--- src/rtl/ghost_pkg.sv ---
// Shared definitions for the ghost movers and the catch monitor:
// state encoding, coordinate widths and movement direction codes.
package ghost_pkg;

   localparam int X_W   = 10;
   localparam int Y_W   = 9;
   localparam int CNT_W = 8;

   typedef enum logic [2:0] {
      PLAY      = 3'd0,
      FREEZE    = 3'd1,
      RESPAWN   = 3'd2,
      GRACE     = 3'd3,
      GAME_OVER = 3'd4
   } catch_state_t;

   typedef enum logic [1:0] {
      DIR_UP    = 2'b00,
      DIR_DOWN  = 2'b01,
      DIR_LEFT  = 2'b10,
      DIR_RIGHT = 2'b11
   } dir_t;

endpackage

--- src/rtl/box_overlap.sv ---
// Combinational square-box proximity test between two sprite positions.
// Also intended for pellet pickup, so it carries no game state.
module box_overlap
   import ghost_pkg::*;
#(
   parameter int HIT_R = 8
) (
   input  logic [X_W-1:0] a_x,
   input  logic [Y_W-1:0] a_y,
   input  logic [X_W-1:0] b_x,
   input  logic [Y_W-1:0] b_y,
   output logic           hit
);

   localparam logic [X_W:0] HIT_X = (X_W+1)'(HIT_R);
   localparam logic [Y_W:0] HIT_Y = (Y_W+1)'(HIT_R);

   logic signed [X_W:0] dx;
   logic signed [Y_W:0] dy;
   logic [X_W:0] abs_dx;
   logic [Y_W:0] abs_dy;

   // Zero-extend before subtracting so far-apart positions cannot wrap into a near miss.
   assign dx = $signed({1'b0, a_x}) - $signed({1'b0, b_x});
   assign dy = $signed({1'b0, a_y}) - $signed({1'b0, b_y});

   assign abs_dx = dx[X_W] ? $unsigned(-dx) : $unsigned(dx);
   assign abs_dy = dy[Y_W] ? $unsigned(-dy) : $unsigned(dy);

   assign hit = (abs_dx < HIT_X) && (abs_dy < HIT_Y);

endmodule

--- src/rtl/ghost_catch_monitor.sv ---
// Detects Pac-Man being caught on movement ticks, then sequences freeze,
// respawn handshake and grace window, and tracks remaining lives.
module ghost_catch_monitor
   import ghost_pkg::*;
#(
   parameter int HIT_R        = 8,
   parameter int LIVES_INIT   = 3,
   parameter int FREEZE_TICKS = 64,
   parameter int GRACE_TICKS  = 128
) (
   input  logic           clk,
   input  logic           rst,
   input  logic           tick,
   input  logic           start,
   input  logic [X_W-1:0] pac_x,
   input  logic [Y_W-1:0] pac_y,
   input  logic [X_W-1:0] ghost_x,
   input  logic [Y_W-1:0] ghost_y,
   input  logic           respawn_ack,
   output logic           caught,
   output logic           freeze,
   output logic           respawn_req,
   output logic [1:0]     lives,
   output logic           grace,
   output logic           game_over
);

   localparam logic [CNT_W-1:0] FREEZE_LAST = CNT_W'(FREEZE_TICKS - 1);
   localparam logic [CNT_W-1:0] GRACE_LAST  = CNT_W'(GRACE_TICKS - 1);
   localparam logic [CNT_W-1:0] CNT_MAX     = '1;
   localparam logic [1:0]       LIVES_RST   = 2'(LIVES_INIT);

   catch_state_t     state, state_next;
   logic [1:0]       lives_next;
   logic [CNT_W-1:0] tick_cnt, cnt_next;
   logic             caught_next;
   logic             hit;

   box_overlap #(.HIT_R(HIT_R)) u_overlap (
      .a_x (pac_x),
      .a_y (pac_y),
      .b_x (ghost_x),
      .b_y (ghost_y),
      .hit (hit)
   );

   always_ff @(posedge clk) begin
      if (rst) begin
         state    <= PLAY;
         lives    <= LIVES_RST;
         tick_cnt <= '0;
         caught   <= 1'b0;
      end else begin
         state    <= state_next;
         lives    <= lives_next;
         tick_cnt <= cnt_next;
         caught   <= caught_next;
      end
   end

   always_comb begin
      state_next  = state;
      lives_next  = lives;
      cnt_next    = tick_cnt;
      caught_next = 1'b0;
      unique case (state)
         PLAY: begin
            if (tick && hit) begin
               caught_next = 1'b1;
               cnt_next    = '0;
               if (lives <= 2'd1) begin
                  lives_next = 2'd0;
                  state_next = GAME_OVER;
               end else begin
                  lives_next = lives - 2'd1;
                  state_next = FREEZE;
               end
            end
         end
         FREEZE: begin
            if (tick) begin
               if (tick_cnt == FREEZE_LAST) state_next = RESPAWN;
               else if (tick_cnt != CNT_MAX) cnt_next = tick_cnt + 1'b1;
            end
         end
         // A tick coinciding with the ack is dropped: the grace count restarts from zero.
         RESPAWN: begin
            if (respawn_ack) begin
               state_next = GRACE;
               cnt_next   = '0;
            end
         end
         GRACE: begin
            if (tick) begin
               if (tick_cnt == GRACE_LAST) state_next = PLAY;
               else if (tick_cnt != CNT_MAX) cnt_next = tick_cnt + 1'b1;
            end
         end
         GAME_OVER: begin
            if (start) begin
               lives_next = LIVES_RST;
               state_next = RESPAWN;
            end
         end
         default: state_next = PLAY;
      endcase
   end

   always_comb begin
      freeze      = 1'b0;
      respawn_req = 1'b0;
      grace       = 1'b0;
      game_over   = 1'b0;
      unique case (state)
         FREEZE:    freeze = 1'b1;
         RESPAWN: begin
            freeze      = 1'b1;
            respawn_req = 1'b1;
         end
         GRACE:     grace = 1'b1;
         GAME_OVER: begin
            freeze    = 1'b1;
            game_over = 1'b1;
         end
         default: ;
      endcase
   end

endmodule

--- config.mk ---
export PLATFORM = sky130hd
export DESIGN_NAME = ghost_catch_monitor
export DESIGN_NICKNAME = d
export VERILOG_FILES = /design/src/rtl/ghost_pkg.sv /design/src/rtl/box_overlap.sv /design/src/rtl/ghost_catch_monitor.sv
export SDC_FILE = /design/constraint.sdc
export NUM_CORES = 1
export LEC_CHECK = 0
export BUFFER_PORTS_ARGS = -buffer_cell sky130_fd_sc_hd__buf_2
export CAP_MARGIN = 20
export CORE_UTILIZATION = 25
export DETAILED_ROUTE_END_ITERATION = 6
export PLACE_DENSITY = 0.47
export SLEW_MARGIN = 30
export SYNTH_ARGS = -nofsm -noshare
export SYNTH_HDL_FRONTEND = slang
export SYNTH_SLANG_ARGS = --single-unit
--- constraint.sdc ---
create_clock -name clk -period 5.1 [get_ports clk]
set_input_delay 0.51 -clock clk [delete_from_list [all_inputs] [get_ports clk]]
set_output_delay 0.51 -clock clk [all_outputs]
set_load 0.02 [all_outputs]
==> results.md <==
* Min Tclk post-route at approximately 3200 ps
* Core area at roughly 8300 um^2
* Antenna Cells at 0
* Hold path startpoint: tick_cnt[0]$_SDFFE_PP0P_
* Hold EP: tick_cnt[0]$_SDFFE_PP0P_
* Std cell rows at 33
* Starting Density at a little over a quarter
* Clock Path Buffers at 2
* Final #Nets at ~390
* Worst-path clk slew at about 60 ps
* Reg-to-Reg Start: state[0]$_SDFFE_PP0P_
* Die Width at between 90 and 100 um
* Port bufs at 49
* Vias in the first global route at 1,932
* Outcome: finished clean
* GR Layer Usage met1 at 16.9%
* Fmax at between 300 and 400 MHz
* Max-Cap Viols at 0
* Fin crit share at between 60% and 70%
* Startpoint types: input pin
* Synth-to-Final Area Change at 17.4%
* Setup TNS at 0 ps
* CTS H-tree lvls at 1
* Unrepaired setup endpoints after global routing: no
* Async set or reset register ratio after synthesis at 0%
* DRT Wirelength at 5.37 mm
* Root Driver: clkbuf_8
* Seq/Total Area, Yosys at 13.0%
* Largest net degree at the start of global routing at 19
* Initial antenna violation count at 0
* Global-route wire length before repair at about 9.0 mm
* Hold Fails Final Rpt at 0
* Hpwl dp at about 4.4 mm
* Syn avg cell area at between 7 and 8 um^2
* Multi-input logic area at between 1500 and 2000 um^2
* GRT overflow at 0
* Clock Latency Late Sink at ~240 ps
* First DRT Iteration DRCs at 55
* Fillers at around 900
* PostCTS Resize Cnt at 0
* Setup Fix Bufs, Post-CTS at 0
* GRT busiest layer: met2
* Crit path max fanout at 5
* Met2 Use GR at 20.3%
* Pre-Repair DR Iteration Count at 4
* WL/cell at roughly 12 um
* Critical Path AT at between 3000 and 4000 ps
* Yosys cell types at slightly below 70
* Syn nets at between 300 and 400
* RR Endpoint: state[2]$_SDFFE_PP0P_
* Die area at 9010 um^2
* Worst EP required at 5210 ps
* GRT met3 Usage at under 10%
* GRT Total Usage at approximately an eighth
* Die span in y at 94.9 um
* Worst rel slew slack at between 50% and 60%
* Worst r2r path cells at 7
* Share of cells above drive strength 1 at around 23%
* GP Congestion at between 0.7 and 0.8
* Leak at approximately 1.1 nW
* Worst Hold Depth at 1
* Via count at ~2.2k
* Mapped Area at 2160 um^2
* Synth warnings at 0
* Top_reg_cell synth: dfxtp_1
* I/O pin count at 50
* Vias/cell at 5.05
* CTS tree: done
* WHS at a little over 500 ps
* Kind of critical path: input pin to flop
* Post-synth EDFFs at 0
* Pwr per Cell Area at about 240 nW/um^2
* Worst vdd ir at just under 0.2 mV
* Count of final setup violators at 0
* Post-synthesis cell count at 282
* CTS buffer count at 3
* DRT antenna net count at 0
* Worst Hold Class: flop to flop
* Crit end category: flop
* Hold-fix buffers at CTS at 0
* R2R setup slack at between 2000 and 3000 ps
* Util after Layout at between 30% and 40%
* Clock sink count at 14
* Flip-flop and latch area at between 200 and 300 um^2
* Max Clock Skew at approximately 2.6 ps
* Max-slew violations at 0
* Measured slew at the worst slew-check pin at approximately 620 ps
* Yosys reg bits at 14
* DRC at 0
-- metal layers --
| layer | up-vias | wire (um) |
|---|---|---|
| li1 | 1143 | - |
| met1 | 982 | 2700 |
| met2 | 45 | 2410 |
| met3 | 6 | 193 |
| met4 | 0 | 64 |
| met5 | - | 0 |
-- synthesized netlist by cell type, types with 2 or more instances --
| cell type | number | area, um^2 |
|---|---|---|
| o211ai_1 | 5 | 37.5 |
| nor2b_1 | 5 | 31.3 |
| ha_1 | 20 | 250 |
| inv_1 | 27 | 101 |
| nand2b_1 | 7 | 43.8 |
| nor2_1 | 15 | 56.3 |
| a311oi_1 | 2 | 17.5 |
| nor4_1 | 2 | 12.5 |
| o21ai_0 | 10 | 50.1 |
| clkbuf_1 | 5 | 18.8 |
| nand3b_1 | 5 | 37.5 |
| or2_2 | 3 | 18.8 |
| or3_1 | 2 | 12.5 |
| nor3_1 | 8 | 40.0 |
| xor2_1 | 5 | 43.8 |
| a21oi_1 | 25 | 125 |
| o2111ai_1 | 3 | 26.3 |
| a21o_1 | 5 | 37.5 |
| nand4_1 | 2 | 12.5 |
| a211oi_2 | 2 | 25.0 |
| a211oi_1 | 3 | 22.5 |
| xnor2_1 | 10 | 87.6 |
| nand2_1 | 23 | 86.3 |
| o21a_1 | 2 | 15.0 |
| o21ai_1 | 4 | 20.0 |
| fa_1 | 2 | 40.0 |
| a31oi_1 | 6 | 37.5 |
| o41ai_1 | 4 | 35.0 |
| mux2i_1 | 3 | 30.0 |
| and2_1 | 2 | 12.5 |
| o2111a_1 | 3 | 33.8 |
| o21bai_1 | 3 | 22.5 |
| nand4b_1 | 2 | 17.5 |
| and3_1 | 3 | 18.8 |
| dfxtp_1 | 14 | 280 |
| nand3_1 | 7 | 35.0 |
-- area by class of cell --
cell class                      instances  share of cell area [%]
Sequential cell                        14                    11.1
Multi-Input combinational cell        232                    67.9
Timing Repair Buffer                   49                    9.68
Clock buffer                            4                    2.17
Tap cell                              105                    5.19
Inverter                               27                    4.00
-- report_power, final --
group          switching, mW  internal (mW)
Clock                 0.0413         0.0683
Sequential            0.0317          0.119
Combinational          0.204          0.151
-- cells by family after synthesis --
| group | after synthesis | synth area share (%) |
|---|---|---|
| flops | 14 | 13.0 |
| xor+xnor | 15 | 6.09 |
| fa+ha+maj | 22 | 13.4 |
| simple gates | 95 | 24.1 |
| compound gates | 96 | 34.1 |
| buf+inv | 36 | 7.30 |
| mux | 4 | 1.91 |
-- critical path, stage by stage --
cell and delay [ps]:
buf_2 90, inv_1 50, ha_1 170, inv_1 60
fa_1 390, a21o_1 210, a21oi_1 170, xnor2_1 210
a32oi_1 160, o41ai_1 370, o21ai_1 300, o41ai_2 500
a311oi_1 160
-- registers in the layout, summed over array words and instances, names as in the netlist --
signal,flops
tick_cnt,8
state,3
lives,2
caught,1
-- stage by stage --
stage | instances | instance area (um^2) | setup slack, ps | power (mW)
after floorplan | 282 | 2160 | 1970 | 0.425
after global placement | 427 | 2480 | 1680 | 0.507
after detailed placement | 427 | 2480 | 1580 | 0.508
after CTS | 431 | 2530 | 1870 | 0.619
after global routing | 431 | 2530 | 1520 | 0.668
final | 431 | 2530 | 1870 | 0.616
-- cell usage in the layout, fill, tap and decap left out, drive strengths merged, types with 3 or more instances in the layout --
master | synthesis | layout
dfxtp | 14 | 14
xor2 | 5 | 5
xnor2 | 10 | 10
o41ai | 6 | 6
nor2 | 15 | 15
a21oi | 26 | 26
a21o | 6 | 6
mux2i | 3 | 3
a211oi | 5 | 5
o211ai | 6 | 6
inv | 27 | 27
nand2 | 23 | 23
nand2b | 8 | 8
nor2b | 5 | 5
a31oi | 6 | 6
o2111a | 3 | 3
or3 | 3 | 3
o21bai | 3 | 3
ha | 20 | 20
o21ai | 14 | 14
or2 | 4 | 4
nand3b | 5 | 5
o2111ai | 3 | 3
nand3 | 7 | 7
buf | 3 | 49
and3 | 4 | 4
clkbuf | 6 | 4
nor3 | 8 | 8
-- how the worst max path moves through the flow --
stage | from | to | cells past startpoint
after floorplan | pac_y[0] | lives[0]$_SDFFE_PP1P_ | 12
after global placement | pac_y[0] | lives[0]$_SDFFE_PP1P_ | 13
after detailed placement | pac_y[0] | tick_cnt[7]$_SDFFE_PP0P_ | 13
after CTS | pac_y[0] | tick_cnt[7]$_SDFFE_PP0P_ | 13
after global routing | pac_y[0] | state[2]$_SDFFE_PP0P_ | 13
final | pac_y[0] | tick_cnt[5]$_SDFFE_PP0P_ | 13
(Power assumes the default switching activity.)
